### config.mk
export PLATFORM = sky130hd
export DESIGN_NAME = data_mem_responder
export DESIGN_NICKNAME = d
export VERILOG_FILES = /design/src/rtl/data_mem_responder.sv
export SDC_FILE = /design/constraint.sdc
export NUM_CORES = 2
export LEC_CHECK = 0
export ABC_AREA = 0
export CAP_MARGIN = 20
export CELL_PAD_IN_SITES_DETAIL_PLACEMENT = 2
export CELL_PAD_IN_SITES_GLOBAL_PLACEMENT = 2
export CORE_MARGIN = 4
export CORE_UTILIZATION = 25
export DETAILED_ROUTE_END_ITERATION = 10
export PLACE_DENSITY = 0.53
export SLEW_MARGIN = 20
export SYNTH_ARGS = -nofsm -noshare
export SYNTH_HDL_FRONTEND = slang
export SYNTH_SLANG_ARGS = --single-unit
### constraint.sdc
create_clock -name clk_i -period 5.28 [get_ports clk_i]
set_clock_uncertainty 0.1 [all_clocks]
set_input_delay 0.528 -clock clk_i [delete_from_list [all_inputs] [get_ports clk_i]]
set_output_delay 0.528 -clock clk_i [all_outputs]
set_load 0.01 [all_outputs]
### src/rtl/data_mem_responder.sv
// Multi-cycle data-memory responder for the CPU MEM stage.
// Accepts one word request at a time, waits LATENCY cycles, commits the
// access to a word array and emits a single-cycle response pulse.
module data_mem_responder #(
  parameter int DEPTH_WORDS = 128,
  parameter int LATENCY     = 3
) (
  input  logic        clk_i,
  input  logic        rst_n,
  input  logic        req_valid_i,
  input  logic        req_write_i,
  input  logic [31:0] req_addr_i,
  input  logic [31:0] req_wdata_i,
  output logic        req_ready_o,
  output logic        resp_valid_o,
  output logic [31:0] resp_rdata_o,
  output logic        resp_err_o,
  output logic        busy_o
);

  localparam int IDX_W = $clog2(DEPTH_WORDS);
  // The counter only ever holds values 0..LATENCY-1.
  localparam int CNT_W = (LATENCY > 1) ? $clog2(LATENCY) : 1;
  localparam logic [CNT_W-1:0] CNT_LOAD = CNT_W'(LATENCY - 1);
  // First byte address past the end of the array.
  localparam logic [31:0] ADDR_LIMIT = 32'(DEPTH_WORDS * 4);

  typedef enum logic [1:0] {
    IDLE = 2'd0,
    WAIT = 2'd1,
    RESP = 2'd2
  } stateType;

  stateType         state;
  stateType         stateNext;
  logic [CNT_W-1:0] counter;
  logic [CNT_W-1:0] counterNext;
  logic             accept;
  logic             commit;

  logic             reqWriteLat;
  logic [31:0]      reqAddrLat;
  logic [31:0]      reqWdataLat;

  logic             accessErr;
  logic [IDX_W-1:0] wordIdx;

  logic [31:0]      respRdata;
  logic             respErr;

  // Storage starts cleared and is never touched by reset.
  logic [31:0]      mem [DEPTH_WORDS] = '{default: '0};

  // Error and index derive only from the latched address, never the live bus.
  assign accessErr = (reqAddrLat[1:0] != 2'b00) || (reqAddrLat >= ADDR_LIMIT);
  assign wordIdx   = reqAddrLat[IDX_W+1:2];

  // Next-state logic: accept in IDLE, count down in WAIT, single-cycle RESP.
  always_comb begin
    stateNext   = state;
    counterNext = counter;
    accept      = 1'b0;
    commit      = 1'b0;
    case (state)
      IDLE: begin
        if (req_valid_i) begin
          accept      = 1'b1;
          counterNext = CNT_LOAD;
          stateNext   = WAIT;
        end
      end
      WAIT: begin
        if (counter == '0) begin
          commit    = 1'b1;
          stateNext = RESP;
        end else begin
          counterNext = counter - CNT_W'(1);
        end
      end
      RESP: begin
        stateNext = IDLE;
      end
      default: begin
        stateNext = IDLE;
      end
    endcase
  end

  // State and counter registers with synchronous active-low reset.
  always_ff @(posedge clk_i) begin
    if (!rst_n) begin
      state   <= IDLE;
      counter <= '0;
    end else begin
      state   <= stateNext;
      counter <= counterNext;
    end
  end

  // Capture the request fields at acceptance; a reset simply abandons them.
  always_ff @(posedge clk_i) begin
    if (accept) begin
      reqWriteLat <= req_write_i;
      reqAddrLat  <= req_addr_i;
      reqWdataLat <= req_wdata_i;
    end
  end

  // Good stores land at the commit edge; reset on the same edge suppresses it.
  always_ff @(posedge clk_i) begin
    if (rst_n && commit && reqWriteLat && !accessErr) begin
      mem[wordIdx] <= reqWdataLat;
    end
  end

  // Response data/error are loaded at commit and cleared on every other edge.
  always_ff @(posedge clk_i) begin
    if (!rst_n || !commit) begin
      respRdata <= '0;
      respErr   <= 1'b0;
    end else begin
      respErr   <= accessErr;
      respRdata <= (!accessErr && !reqWriteLat) ? mem[wordIdx] : '0;
    end
  end

  assign req_ready_o  = (state == IDLE);
  assign busy_o       = (state != IDLE);
  assign resp_valid_o = (state == RESP);
  assign resp_rdata_o = respRdata;
  assign resp_err_o   = respErr;

endmodule
==> flow_metrics.env <==
export IMPL_hp_start="req_wdata_i[26]"
export IMPL_rsz0062_at_grt="false"
export IMPL_dp_hpwl_um=336200
export IMPL_syn_area_per_cell_sq_um=18.43
export IMPL_ys_flop_type="edfxtp_1"
export IMPL_max_stage_delay_ns=0.92
export IMPL_finalCriticalPeriod_ns=4.741
export IMPL_drt_vias_per_instance=4.874
export IMPL_place_area_sq_um=176800
export IMPL_synthToLayoutAreaGrowth_pct=19.75
export IMPL_slew_viol_final=0
export IMPL_ys_async_sr_fraction=0
export IMPL_wire_per_inst_um=31.43
export IMPL_io_buffers=103
export IMPL_num_vias=88710
export IMPL_grt_pass1_wl_um=785600
export IMPL_synthMuxAreaShare=0.1281
export IMPL_start_util=0.2512
export IMPL_drv_cap=0
export IMPL_setup_viol=0
export IMPL_fin_hold_ws_ns=0.1085
export IMPL_holdCritPathClass="primary input to flop"
export IMPL_power_density_nw_per_um2=381.3
export IMPL_path_buf_inv=3
export IMPL_synth_xor_xnor_area_share=0
export IMPL_worst_path_max_delay_cell="edfxtp_1"
export IMPL_fin_nets=9453
export IMPL_cp_start_kind="flop"
export IMPL_clock_latency_ns=1.04
export IMPL_grt_usage=0.1689
export IMPL_num_io_pins=104
export IMPL_finish_utilization=0.3008
export IMPL_num_rows=293
export IMPL_p_comb_frac=0.067
export IMPL_dieArea_sq_um=653400
export IMPL_synth_compound_area_frac=0.06546
export IMPL_reg2reg_to="resp_rdata_o[11]"
export IMPL_path_common_cell="buf_12"
export IMPL_path_cells="buf_12 > buf_12 > buf_4 > mux2i_1 > o22ai_1 > o21ai_0 > a41oi_1 > o41a_1"
export IMPL_whs_path_depth=1
export IMPL_irDropWorstVdd_v=0.0002600
export IMPL_fin_cells=18200
export IMPL_ys_ff_latch=4198
export IMPL_cts_path_max_buffers=4
export IMPL_status="finished clean"
export IMPL_fin_area_sq_um=191800
export IMPL_synth_distinct_cells=31
export IMPL_cp_max_fo=60
export IMPL_timing_final_crit_share=0.8980
export IMPL_wl_um=572000
export IMPL_p_seq_frac=0.505
export IMPL_syn_nets=8760
export IMPL_grt_pass1_vias=93770
export IMPL_ys_seq_area_frac=0.7849
export IMPL_end_kind="flop"
export IMPL_arrival_ns=5.56
export IMPL_drt_pass1_iter_count=5
export IMPL_dp_slack_ns=0.3233
export IMPL_overflow=0
export IMPL_p_int_mw=55.91
export IMPL_rrSetupSlack_ns=0.54
export IMPL_grt_max_degree=129
export IMPL_clk_pin_slew_worst_paths_ns=0.06
export IMPL_slew_headroom=0.08254
export IMPL_dr_first_iter_drc_count=9190
export IMPL_power_leakage_nw=63.10
export IMPL_critPathKind="flop to flop"
export IMPL_fmax_mhz=210.9
export IMPL_die_x_um=808.3
export IMPL_r2r_start="reqAddrLat[2]"
export IMPL_syn_area_sq_um=160100
export IMPL_ff2ff_path_depth=8
export IMPL_cp_top_family="compound AO/OA/AOI/OAI gates"
export IMPL_synth_adder_area_share=0.00007814
export IMPL_layout_setup_ws_ns=0.5387
export IMPL_tightest_slew_ns=1.376
export IMPL_cts_buffers=456
export IMPL_drive_gt1_frac=0.1440
export IMPL_synth_top_family_by_area="multiplexers"
export IMPL_fp_dieH_um=808.3
export IMPL_cts_tree="yes"
export IMPL_hold_viol=0
export IMPL_synth_warnings=0
export IMPL_cts_root_buffer="clkbuf_16"
export IMPL_synth_edff_count=4161
export IMPL_p_total_mw=73.13
export IMPL_drc=0
export IMPL_clock_sinks=4198
export IMPL_crit_required_ns=6.10
export IMPL_postCtsSetupRepairBufs=0
export IMPL_antenna_found_initial=58
export IMPL_clkPwrFrac=0.428
export IMPL_synthCells=8691
export IMPL_yosys_area_share_simple=0.005305
export IMPL_switchingPower_mw=17.21
export IMPL_core_area_sq_um=637500
export IMPL_placed_cells=17280
export IMPL_gp_congestion=0.7835
export IMPL_switching_share=0.2354
export IMPL_ant_nets=0
export IMPL_holdPathEnd="reqWdataLat[26]"
export IMPL_finalSetupTns_ns=0
export IMPL_htreeDepth=5
[cell families (layout without fill, tap and decap cells)]
group,after synthesis,count (layout)
AOI/OAI and AO/OA,1702,1702
muxes,2049,2049
and+or+nand+nor,198,198
adders and majority gates,1,1
other,0,29
buffers and inverters,543,1616
DFF,4198,4198
[power by group through the flow]
stage	combinational, mW	sequential, mW	clock (mW)
4_1_cts	4.97	36.9	32.0
3_5_place_dp	4.92	37.6	0
6_report	4.90	36.9	31.3
5_1_grt	5.13	36.9	33.4
2_1_floorplan	2.04	37.9	0
3_3_place_gp	4.77	37.6	0
[flip-flops by register name, summed over array words and instances (netlist names)]
signal        flops
reqAddrLat       32
counter           2
state             2
mem            4096
resp_rdata_o     32
resp_err_o        1
reqWdataLat      32
reqWriteLat       1
[worst register-to-register path, delay by kind of cell, from the launching register on]
family | cells | cell delay (ns)
flip-flops | 1 | 0.92
multiplexers | 1 | 0.25
buffers and inverters | 3 | 1.40
AO/OA/AOI/OAI | 4 | 1.99
[per-layer routing]
metal / track usage / up-vias / part of all wire
met5: 0 / - / 0.000047
met4: 0.04456 / 4 / 0.028
met3: 0.02161 / 699 / 0.057
met2: 0.2790 / 2658 / 0.47
met1: 0.2346 / 48390 / 0.44
li1: - / 36960 / -
[synthesized netlist by cell type, types with 2 or more instances]
| cell type | number | area, sq um |
|---|---|---|
| dfxtp_1 | 37 | 740.7 |
| nor3_1 | 2 | 10.01 |
| or2_2 | 3 | 18.77 |
| and2_1 | 3 | 18.77 |
| nand2_1 | 24 | 90.09 |
| buf_6 | 6 | 67.56 |
| o22ai_1 | 1024 | 6406 |
| inv_1 | 5 | 18.77 |
| nor2b_1 | 7 | 43.79 |
| o21ai_1 | 2 | 10.01 |
| o21ai_0 | 514 | 2572 |
| a41oi_1 | 128 | 1121 |
| mux2i_1 | 2049 | 20510 |
| nand3_1 | 5 | 25.02 |
| nand2b_1 | 5 | 31.28 |
| o41a_1 | 32 | 360.4 |
| nor2_1 | 138 | 518.0 |
| buf_1 | 19 | 71.32 |
| edfxtp_1 | 4161 | 124900 |
| clkbuf_1 | 132 | 495.5 |
| buf_2 | 370 | 1852 |
| nor4_1 | 6 | 37.54 |
| buf_4 | 11 | 82.58 |
[cell usage in the layout, fill, tap and decap left out, types with 3 or more instances in the layout]
cell	Yosys	layout
a41oi_1	128	94
a41oi_2	0	33
buf_12	0	133
buf_4	11	467
buf_6	6	7
buf_8	0	5
bufinv_16	0	34
clkbuf_1	132	96
clkbuf_16	0	460
clkbuf_8	0	3
clkdlybuf4s50_1	0	103
clkinv_1	0	138
clkinv_16	0	6
clkinv_2	0	68
clkinv_8	0	7
clkinvlp_4	0	9
dfxtp_1	37	37
diode_2	0	29
dlygate4sd3_1	0	57
edfxtp_1	4161	4161
inv_1	5	5
inv_16	0	4
inv_6	0	10
mux2i_1	2049	2049
nand2_1	24	15
nand2_2	0	8
nand3_1	5	5
nor2_1	138	9
nor2_4	0	129
nor2b_1	7	4
nor4_1	6	5
o21ai_0	514	498
o21ai_1	2	16
o22ai_1	1024	1024
o41a_1	32	32
[area by class of cell]
| class | instances | area (sq um) |
|---|---|---|
| clock inverters | 279 | 2437 |
| flip-flops and latches | 4198 | 125700 |
| well taps | 8407 | 10520 |
| repair buffers | 773 | 7931 |
| inverters | 5 | 18.77 |
| fillers | 64190 | 445800 |
| diodes | 29 | 72.57 |
| multi-input cells | 3950 | 33180 |
| clock buffers | 559 | 11910 |
[how the worst max path moves through the flow]
| stage | from | depth (start not counted) | endpoint | slack [ns] |
|---|---|---|---|---|
| 3_3_place_gp | reqAddrLat[2] | 7 | resp_rdata_o[6] | 0.22 |
| 6_report | reqAddrLat[2] | 8 | resp_rdata_o[11] | 0.54 |
| 2_1_floorplan | reqAddrLat[2] | 9 | mem[107][0] | 1.69 |
| 5_1_grt | reqAddrLat[2] | 8 | resp_rdata_o[11] | 0.34 |
| 4_1_cts | reqAddrLat[2] | 8 | resp_rdata_o[11] | 0.33 |
| 3_5_place_dp | reqAddrLat[2] | 8 | resp_rdata_o[11] | 0.32 |
[what timing repair did]
action | 4_1_cts | 5_1_grt
endpoints found under the hold margin | 57 | 0
endpoints found under the setup margin | 0 | 0
gates resized for setup | 0 | 0
hold buffers | 57 | 0
(Power assumes the default switching activity.)
